`src/rtl/gf_poly_reduce_seq.sv`:
```
// ============================================================================
// gf_poly_reduce_seq
// ----------------------------------------------------------------------------
// Sequential GF(2) polynomial divider. It takes the unreduced carry-less
// product of two WIDTH-bit field elements (DW = 2*(WIDTH-1)+1 bits) and divides
// it by the field polynomial POLY, one dividend bit per clock, from the top
// bit down to bit WIDTH. The outputs are the WIDTH-bit remainder (the reduced
// field product) and the (WIDTH-1)-bit quotient.
//
// Ports
//   clk        in   1        rising-edge clock
//   rst        in   1        asynchronous active-high reset
//   in_valid   in   1        cin holds a dividend
//   in_ready   out  1        block is idle and will take cin
//   cin        in   DW       unreduced product, taken on in_valid && in_ready
//   out_valid  out  1        rem/quo hold a finished result
//   out_ready  in   1        downstream takes rem/quo
//   rem        out  WIDTH    cin mod POLY
//   quo        out  WIDTH-1  cin div POLY
//   busy       out  1        high while a division is running or unconsumed
//
// Optional build macro
//   GF_REDUCE_EARLY_EXIT_EN : when defined, a RUN cycle that finds every
//   remaining dividend bit at or above WIDTH already clear finishes at once,
//   so latency becomes 1..DW-WIDTH cycles. Results are unchanged. When not
//   defined, RUN always takes DW-WIDTH cycles and no leading-zero detect
//   logic exists.
// ============================================================================
module gf_poly_reduce_seq #(
    parameter int unsigned      WIDTH = 8,
    parameter logic [WIDTH:0]   POLY  = 9'h11B
) (
    input  logic                      clk,
    input  logic                      rst,
    input  logic                      in_valid,
    output logic                      in_ready,
    input  logic [2*(WIDTH-1):0]      cin,
    output logic                      out_valid,
    input  logic                      out_ready,
    output logic [WIDTH-1:0]          rem,
    output logic [WIDTH-2:0]          quo,
    output logic                      busy
);

    localparam int unsigned DW    = 2 * (WIDTH - 1) + 1;
    localparam int unsigned CNT_W = $clog2(DW);

    typedef enum logic [1:0] {
        ST_IDLE = 2'd0,
        ST_RUN  = 2'd1,
        ST_DONE = 2'd2
    } state_t;

    // POLY zero-extended to the dividend width; shifting it left by at most
    // DW-1-WIDTH places keeps its top bit inside the DW-bit window.
    localparam logic [DW-1:0] POLY_EXT = DW'(POLY);

    state_t              state_q,     state_d;
    logic [DW-1:0]       acc_q,       acc_d;
    logic [CNT_W-1:0]    cnt_q,       cnt_d;
    logic [WIDTH-1:0]    rem_q,       rem_d;
    logic [WIDTH-2:0]    quo_q,       quo_d;
    logic                out_valid_q, out_valid_d;
    logic                busy_q,      busy_d;

    logic [CNT_W-1:0]    shift_s;
    logic [DW-1:0]       poly_shift_s;
    logic [DW-1:0]       acc_step_s;
    logic                early_exit_s;

    // Polynomial aligned so that its leading term sits on bit cnt.
    always_comb begin
        shift_s      = cnt_q - CNT_W'(WIDTH);
        poly_shift_s = POLY_EXT << shift_s;
    end

    // One long-division step on the current bit: subtract (XOR) the aligned
    // polynomial when that bit is set, otherwise keep the accumulator.
    always_comb begin
        if (acc_q[cnt_q]) begin
            acc_step_s = acc_q ^ poly_shift_s;
        end else begin
            acc_step_s = acc_q;
        end
    end

`ifdef GF_REDUCE_EARLY_EXIT_EN
    // Leading-zero test: true when acc[cnt:WIDTH] is all zero, i.e. nothing
    // left to divide and the low WIDTH bits are already the remainder.
    always_comb begin
        early_exit_s = 1'b1;
        for (int j = WIDTH; j < DW; j++) begin
            if ((CNT_W'(j) <= cnt_q) && acc_q[j]) begin
                early_exit_s = 1'b0;
            end else begin
                early_exit_s = early_exit_s;
            end
        end
    end
`else
    // Fixed-length division: the early finish path is never taken.
    always_comb begin
        early_exit_s = 1'b0;
    end
`endif

    // Next-state and datapath update for the IDLE -> RUN -> DONE sequence.
    always_comb begin
        state_d     = state_q;
        acc_d       = acc_q;
        cnt_d       = cnt_q;
        rem_d       = rem_q;
        quo_d       = quo_q;
        out_valid_d = out_valid_q;

        case (state_q)
            ST_IDLE: begin
                if (in_valid) begin
                    acc_d   = cin;
                    quo_d   = '0;
                    cnt_d   = CNT_W'(DW - 1);
                    state_d = ST_RUN;
                end else begin
                    state_d = ST_IDLE;
                end
            end

            ST_RUN: begin
                if (early_exit_s) begin
                    // Remaining quotient bits were cleared on accept.
                    rem_d       = acc_q[WIDTH-1:0];
                    out_valid_d = 1'b1;
                    state_d     = ST_DONE;
                end else begin
                    acc_d = acc_step_s;
                    for (int q = 0; q < WIDTH - 1; q++) begin
                        if ((cnt_q == CNT_W'(q + WIDTH)) && acc_q[cnt_q]) begin
                            quo_d[q] = 1'b1;
                        end else begin
                            quo_d[q] = quo_q[q];
                        end
                    end
                    if (cnt_q == CNT_W'(WIDTH)) begin
                        // Last step: the low bits of the updated accumulator
                        // are the remainder.
                        rem_d       = acc_step_s[WIDTH-1:0];
                        out_valid_d = 1'b1;
                        state_d     = ST_DONE;
                    end else begin
                        cnt_d   = cnt_q - CNT_W'(1);
                        state_d = ST_RUN;
                    end
                end
            end

            ST_DONE: begin
                if (out_ready) begin
                    out_valid_d = 1'b0;
                    state_d     = ST_IDLE;
                end else begin
                    out_valid_d = 1'b1;
                    state_d     = ST_DONE;
                end
            end

            default: begin
                out_valid_d = 1'b0;
                state_d     = ST_IDLE;
            end
        endcase

        busy_d = (state_d != ST_IDLE);
    end

    // State and datapath registers; reset discards any in-flight division.
    always_ff @(posedge clk or posedge rst) begin
        if (rst) begin
            state_q     <= ST_IDLE;
            acc_q       <= '0;
            cnt_q       <= CNT_W'(DW - 1);
            rem_q       <= '0;
            quo_q       <= '0;
            out_valid_q <= 1'b0;
            busy_q      <= 1'b0;
        end else begin
            state_q     <= state_d;
            acc_q       <= acc_d;
            cnt_q       <= cnt_d;
            rem_q       <= rem_d;
            quo_q       <= quo_d;
            out_valid_q <= out_valid_d;
            busy_q      <= busy_d;
        end
    end

    // Output mapping; in_ready is a decode of the state so it is high in reset.
    always_comb begin
        in_ready  = (state_q == ST_IDLE);
        out_valid = out_valid_q;
        rem       = rem_q;
        quo       = quo_q;
        busy      = busy_q;
    end

endmodule
```
`config.mk`:
```
export PLATFORM = sky130hd
export DESIGN_NAME = gf_poly_reduce_seq
export DESIGN_NICKNAME = d
export VERILOG_FILES = /design/src/rtl/gf_poly_reduce_seq.sv
export SDC_FILE = /design/constraint.sdc
export NUM_CORES = 1
export LEC_CHECK = 0
export ABC_CLOCK_PERIOD_IN_PS = 4100
export CORE_MARGIN = 5
export CORE_UTILIZATION = 54
export DETAILED_ROUTE_END_ITERATION = 12
export PLACE_DENSITY_LB_ADDON = 0.12
export SYNTH_ARGS = -nofsm -noshare
export SYNTH_HDL_FRONTEND = slang
export SYNTH_SLANG_ARGS = --single-unit
```
`constraint.sdc`:
```
create_clock -name clk -period 4.1 [get_ports clk]
set_clock_uncertainty 0.05 [all_clocks]
set_input_delay 0.82 -clock clk [delete_from_list [all_inputs] [get_ports clk]]
set_output_delay 0.82 -clock clk [all_outputs]
set_load 0.01 [all_outputs]
```
---- Yosys cells after proc, flatten, opt, wreduce, memory -nomap -nowiden ----
Index checks and enable logic that the tools add are counted.
cells by class
  equal/unequal tests ..................... 20
  $lt $le $gt $ge ......................... 1
  shifts and indexed selects .............. 1
  bitwise operators ....................... 2
  reduce and logical (&&, ||, !) cells .... 22
  mux-type cells .......................... 24
  $add $sub $neg .......................... 2
operators with widths
  kind                                                 number
  2-to-1 mux 15 bit                                    2
  one-hot mux 15 bit (2 select lines)                  1
  equality test 4 bit, second input constant           7
  AND reduction 3 bit                                  9
  != test 2 bit, second input constant                 11
  left shift 9 x 4 -> 15 bit, first input constant     1
  bitwise XOR 15 bit                                   1
  one-hot mux 7 bit (2 select lines)                   1
  2-to-1 mux 1 bit                                     11
  2-to-1 mux 4 bit                                     2
  one-hot mux 4 bit (2 select lines)                   1
  logical AND 1 bit                                    7
  2-to-1 mux 7 bit                                     1
  one-hot mux 2 bit (3 select lines)                   1
  AND reduction 2 bit                                  3
  < comparator 4 x 5 -> 1 bit, second input constant   1
  binary-select mux 1 bit (select 4 bit)               1
  2-to-1 mux 2 bit                                     2
  nonzero test 2 bit                                   2
  subtractor 4 x 1 -> 4 bit, second input constant     1
  subtractor 4 bit, second input constant              1
  one-hot mux 1 bit (3 select lines)                   1
  equality test 2 x 1 -> 1 bit, second input constant  1
  equality test 2 bit, second input constant           1
  other kinds (2)                                      2
word-level totals
  logic and storage cells ................. 86
  input port bits ......................... 19
  register bits ........................... 38
  output and inout bits ................... 18

---- Longest topological paths before layout ----
  depth after elaboration ................. 5
  depth in mapped cells ................... 10
  gate-level depth less buffers ........... 8

---- Least setup slack after synthesis ----
No wires, ideal clock.
  path type ............................... register to register
  start ................................... register cnt_q[1]
  end ..................................... register acc_q[13]
  data required time ...................... 3.946 ns
  arrival ................................. 1.997 ns
  clock period less this slack ............ 2.151 ns
  setup time .............................. 0.104 ns
  buffers on the path ..................... 1
  cell stages (with the launch flop) ...... 10
  path slack .............................. 1.949 ns
  path through ............................ dfstp_2 -> buf_2 -> inv_1 -> ha_1 -> nor2b_1 -> a21oi_1 -> nor2_1 -> a211oi_1 -> o31ai_2 -> o311ai_1
between the ends
  cells in the longest elaborated chain, start to end .. 5
  elaborated cells between the ends (all ways) .. 9
  those cells by class .................... 1 x add/sub; 1 x eq/ne; 1 x shift; 4 x mux; 1 x bitwise; 1 x reduce/logical
RTL lines
  item                                 RTL line  source
  from (decl)                          60        logic [CNT_W-1:0] cnt_q, cnt_d;
  from (signal assigned)               180       cnt_q <= CNT_W'(DW - 1);
  from (signal assigned)               188       cnt_q <= cnt_d;
  subtractor 4 bit                     73        shift_s = cnt_q - CNT_W'(WIDTH);
  left shift 9 x 4 -> 15 bit           74        poly_shift_s = POLY_EXT << shift_s;
  bitwise XOR 15 bit                   81        acc_step_s = acc_q ^ poly_shift_s;
  2-to-1 mux 15 bit                    80        if (acc_q[cnt_q]) begin
  one-hot mux 15 bit (2 select lines)  116       case (state_q)
  to (signal assigned)                 179       acc_q <= '0;
  to (signal assigned)                 187       acc_q <= acc_d;
  to (decl)                            59        logic [DW-1:0] acc_q, acc_d;
Parallel ways exist; a longest one is shown, timed or not. The select of a mux whose other input is x is not followed.
A chain may end at the register's enable or synchronous reset.

---- Worst setup path in the final report ----
  start ................................... register state_q[0]
  end ..................................... register acc_q[9]
between the ends
  cells in the longest elaborated chain, start to end .. 3
  elaborated cells between the ends (all ways) .. 7
  those cells by class .................... 3 x eq/ne; 1 x mux; 3 x reduce/logical
RTL lines
  item                                                                  RTL line  source
  from (decl)                                                           58        state_t state_q, state_d;
  from (signal assigned)                                                186       state_q <= state_d;
  equality test 2 x 1 -> 1 bit or zero test 2 bit (tied branches)       116
  != test 2 bit (no source line) or nonzero test 2 bit (tied branches)  n/a
  AND reduction 3 bit (no source line)                                  n/a
Parallel ways exist; a longest one is shown, timed or not.

==> out/qor.csv <==
stage,metric,value,unit
worst_setup_path,critPathLaunchType,flip-flop,
timing,fin_crit_sh,0.719,
floorplan,initial_core_util,0.567,
clocking,cts-htree-levels,2,
placement,gp_congestion,0.895,
worst_setup_path,reg2regPathDepth,8,
layout,drive_gt1_frac,0.0980,
clocking,cts_tree,yes,
worst_setup_path,crit_top_cell,nor2_1,
global_route,antenna_found_initial,0,
logic_synthesis,ys_ff_latch,38,
routing,wire_per_inst,17.5,um
timing,setup_viol,0,
timing,maxSlewViolCount,0,
clocking,cts-resized-gates,0,
clocking,ctsHoldBuffers,0,
logic_synthesis,yosys_warnings,0,
worst_setup_path,cp_cell_sequence,"inv_1, ha_1, nand2_1, nor2_1, buf_4, nor2_1, nand2_2, o311ai_1",
clocking,clkSinkCount,38,
clocking,clock_latency,0.29,ns
floorplan,die_height,78.1,um
logic_synthesis,synthFlopType,dfrtp_1,
power,p_leak,0.00123,uW
worst_setup_path,required,4.24,ns
worst_setup_path,path_max_fanout,15,
layout,layout.nets,336,
routing,first_pass_iters,4,
global_route,grtUsageTotal,0.211,
floorplan,dieArea,6100,sq um
clocking,post-cts-setup-buffer-count,0,
timing,rsz0062_at_grt,no,
worst_setup_path,arrival,3.09,ns
routing,first_iter_violations,177,
placement,dp_slack,0.864,ns
timing,max-slew-margin-rel,0.474,
floorplan,die_x,78.1,um
layout,final_util,0.673,
timing,min_period,2.95,ns
placement,dp_hpwl,4410,um
clocking,cts-buffers-inserted,5,
logic_synthesis,ys_types,54,
logic_synthesis,synth.yosys.seq_area_share,0.381,
power,p_per_area,832,nW/um^2
logic_synthesis,synth_nets,306,
timing,timing.final.ws_setup,1.15,ns
logic_synthesis,syn_inst,275,
logic_synthesis,postSynthAreaPerCell,9.11,sq um
job,maxCapViolCount,0,
floorplan,ios,37,
routing,vias,2245,
layout,antenna_cells,0,
global_route,overflow,0,
min_path,hold_depth,2,
clocking,root_buffer,clkbuf_8,
routing,vias_per_cell,6.27,
logic_synthesis,syn-cell-area,2500,sq um
global_route,grt_pass1_vias,2138,
timing,worstMarginPinSlew,0.789,ns
timing,hold_violations,0,
clocking,cts.clk_slew.worst_paths,0.08,ns
worst_setup_path,worstSetupEndpointType,flip-flop,
routing,drtAntennaViolNets,0,
clocking,cts_buffer_depth,2,
global_route,grt_pass1_wl,10600,um
placement,port-buffer-count,36,
timing,fmax,339,MHz
timing,fin_setup_tns,0,ns
routing,routed_wl,6260,um
logic_synthesis,async_flop_share,1.00,
worst_setup_path,path_class,reg2reg,
layout,areaGrowthSynthToFinish,18.6,%
worst_setup_path,cp_slowest_cell,nor2_1,
global_route,grt_start_max_net_pins,39,
min_path,hold_class,reg2reg,
status,status,finished clean,
power,irDropWorstVdd,0.000401,V
floorplan,row_count,24,
logic_synthesis,synth-edff-count,0,
worst_setup_path,slowest_delay,0.57,ns
floorplan,core_area,4410,sq um
routing,post-route-drc-count,0,
-- synth_stat cells (2+ instances only) --
library cell	n	share of area
a211oi_1	3	0.0090
a21o_1	3	0.0090
a21oi_1	20	0.040
a22oi_1	2	0.0060
a31oi_1	3	0.0075
a41oi_1	3	0.010
and2_1	2	0.0050
and2b_1	2	0.0060
buf_2	5	0.010
buf_4	2	0.0060
clkbuf_1	10	0.015
dfrtp_1	35	0.35
dfstp_2	3	0.031
ha_1	12	0.060
inv_1	8	0.012
mux2_2	5	0.022
mux2i_1	8	0.032
nand2_1	26	0.039
nand2b_1	6	0.015
nand3_1	10	0.020
nand4_1	3	0.0075
nor2_1	19	0.028
nor3_1	5	0.010
nor3_2	2	0.0080
o21ai_0	22	0.044
o21ai_1	5	0.010
o22a_1	5	0.017
o22ai_1	9	0.022
o311ai_1	6	0.021
o31ai_2	3	0.015
xnor2_1	5	0.017
-- worst max-delay path, delay by kind of cell, from the launching register on --
family / cells / cell delay [ns]
AOI/OAI and AO/OA: 1 / 0.32
adders and majority gates: 1 / 0.40
buffers and inverters: 2 / 0.28
DFF: 1 / 0.38
and+or+nand+nor: 4 / 1.43
-- layer usage --
layer	track usage	share of wire	wire length, um	vias up
li1	-	-	-	1072
met1	0.313	0.47	2930	1090
met2	0.322	0.46	2900	75
met3	0.0412	0.061	383	8
met4	0.0405	0.0089	56	0
met5	0	0	0	-
-- cell families after synthesis --
group | after synthesis | synth area share
compound gates | 98 | 0.272
simple gates | 80 | 0.154
flops | 38 | 0.381
buf+inv | 27 | 0.0489
mux | 14 | 0.0634
fa+ha+maj | 12 | 0.0599
xor+xnor | 6 | 0.0210
-- registers in the layout, indices dropped and copies added (netlist names) --
signal	flops
out_valid	1
busy	1
rem	8
quo	7
state_q	2
cnt_q	4
acc_q	15
-- through the flow --
stage               cell area, sq um  cells  power, uW  hold WS (ns)
CTS                             2970    358       2470         0.440
global placement                2880    350       2160         0.413
global route                    2970    358       2680         0.451
detailed placement              2880    350       2200         0.424
floorplan                       2500    275       1770         0.441
finish                          2970    358       2470         0.438
-- final cells by class --
cell class                 instances  area (sq um)
multi-input combinational        210          1430
clock inverter                     1          5.00
tap                               52          65.1
clock buffer                       7          86.3
inverter                           9          33.8
fill                             384          1440
sequential                        38           955
timing repair buffer              41           398
-- report_power, final --
| part | switching, uW | total [uW] | leakage (uW) | internal [uW] |
|---|---|---|---|---|
| Combinational | 783 | 1440 | 0.000716 | 655 |
| Clock | 137 | 273 | 0.0000482 | 136 |
| Sequential | 211 | 760 | 0.000464 | 549 |
| Total | 1130 | 2470 | 0.00123 | 1340 |
-- path summary, 6_finish.rpt --
path | startpoint | to | slack (ns)
min in group asynchronous | rst | quo[1] | 0.90
max reg2reg | state_q[0] | acc_q[9] | 1.15
max in group asynchronous | rst | cnt_q[3] | 2.74
min | rem[4] | rem[4] | 0.44
min reg2reg | rem[4] | rem[4] | 0.44
max | state_q[0] | acc_q[9] | 1.15
-- cell usage in the layout, fill, tap and decap left out, drive strengths merged, types with 3 or more instances in the layout --
| master | netlist | final |
|---|---|---|
| nand3 | 10 | 10 |
| clkdlybuf4s50 | 0 | 36 |
| dfstp | 3 | 3 |
| o22ai | 9 | 9 |
| o31ai | 4 | 4 |
| mux2 | 5 | 5 |
| nand2 | 27 | 27 |
| a21oi | 20 | 20 |
| nand2b | 6 | 6 |
| xnor2 | 5 | 5 |
| a211oi | 4 | 4 |
| buf | 8 | 5 |
| nor2 | 19 | 19 |
| mux2i | 8 | 8 |
| a31oi | 3 | 3 |
| a21o | 3 | 3 |
| o311ai | 6 | 6 |
| inv | 8 | 8 |
| nand4 | 3 | 3 |
| o21ai | 27 | 27 |
| ha | 12 | 12 |
| o22a | 5 | 5 |
| a41oi | 3 | 3 |
| dfrtp | 35 | 35 |
| nor3 | 7 | 7 |
| clkbuf | 10 | 7 |
(Power assumes the default switching activity.)
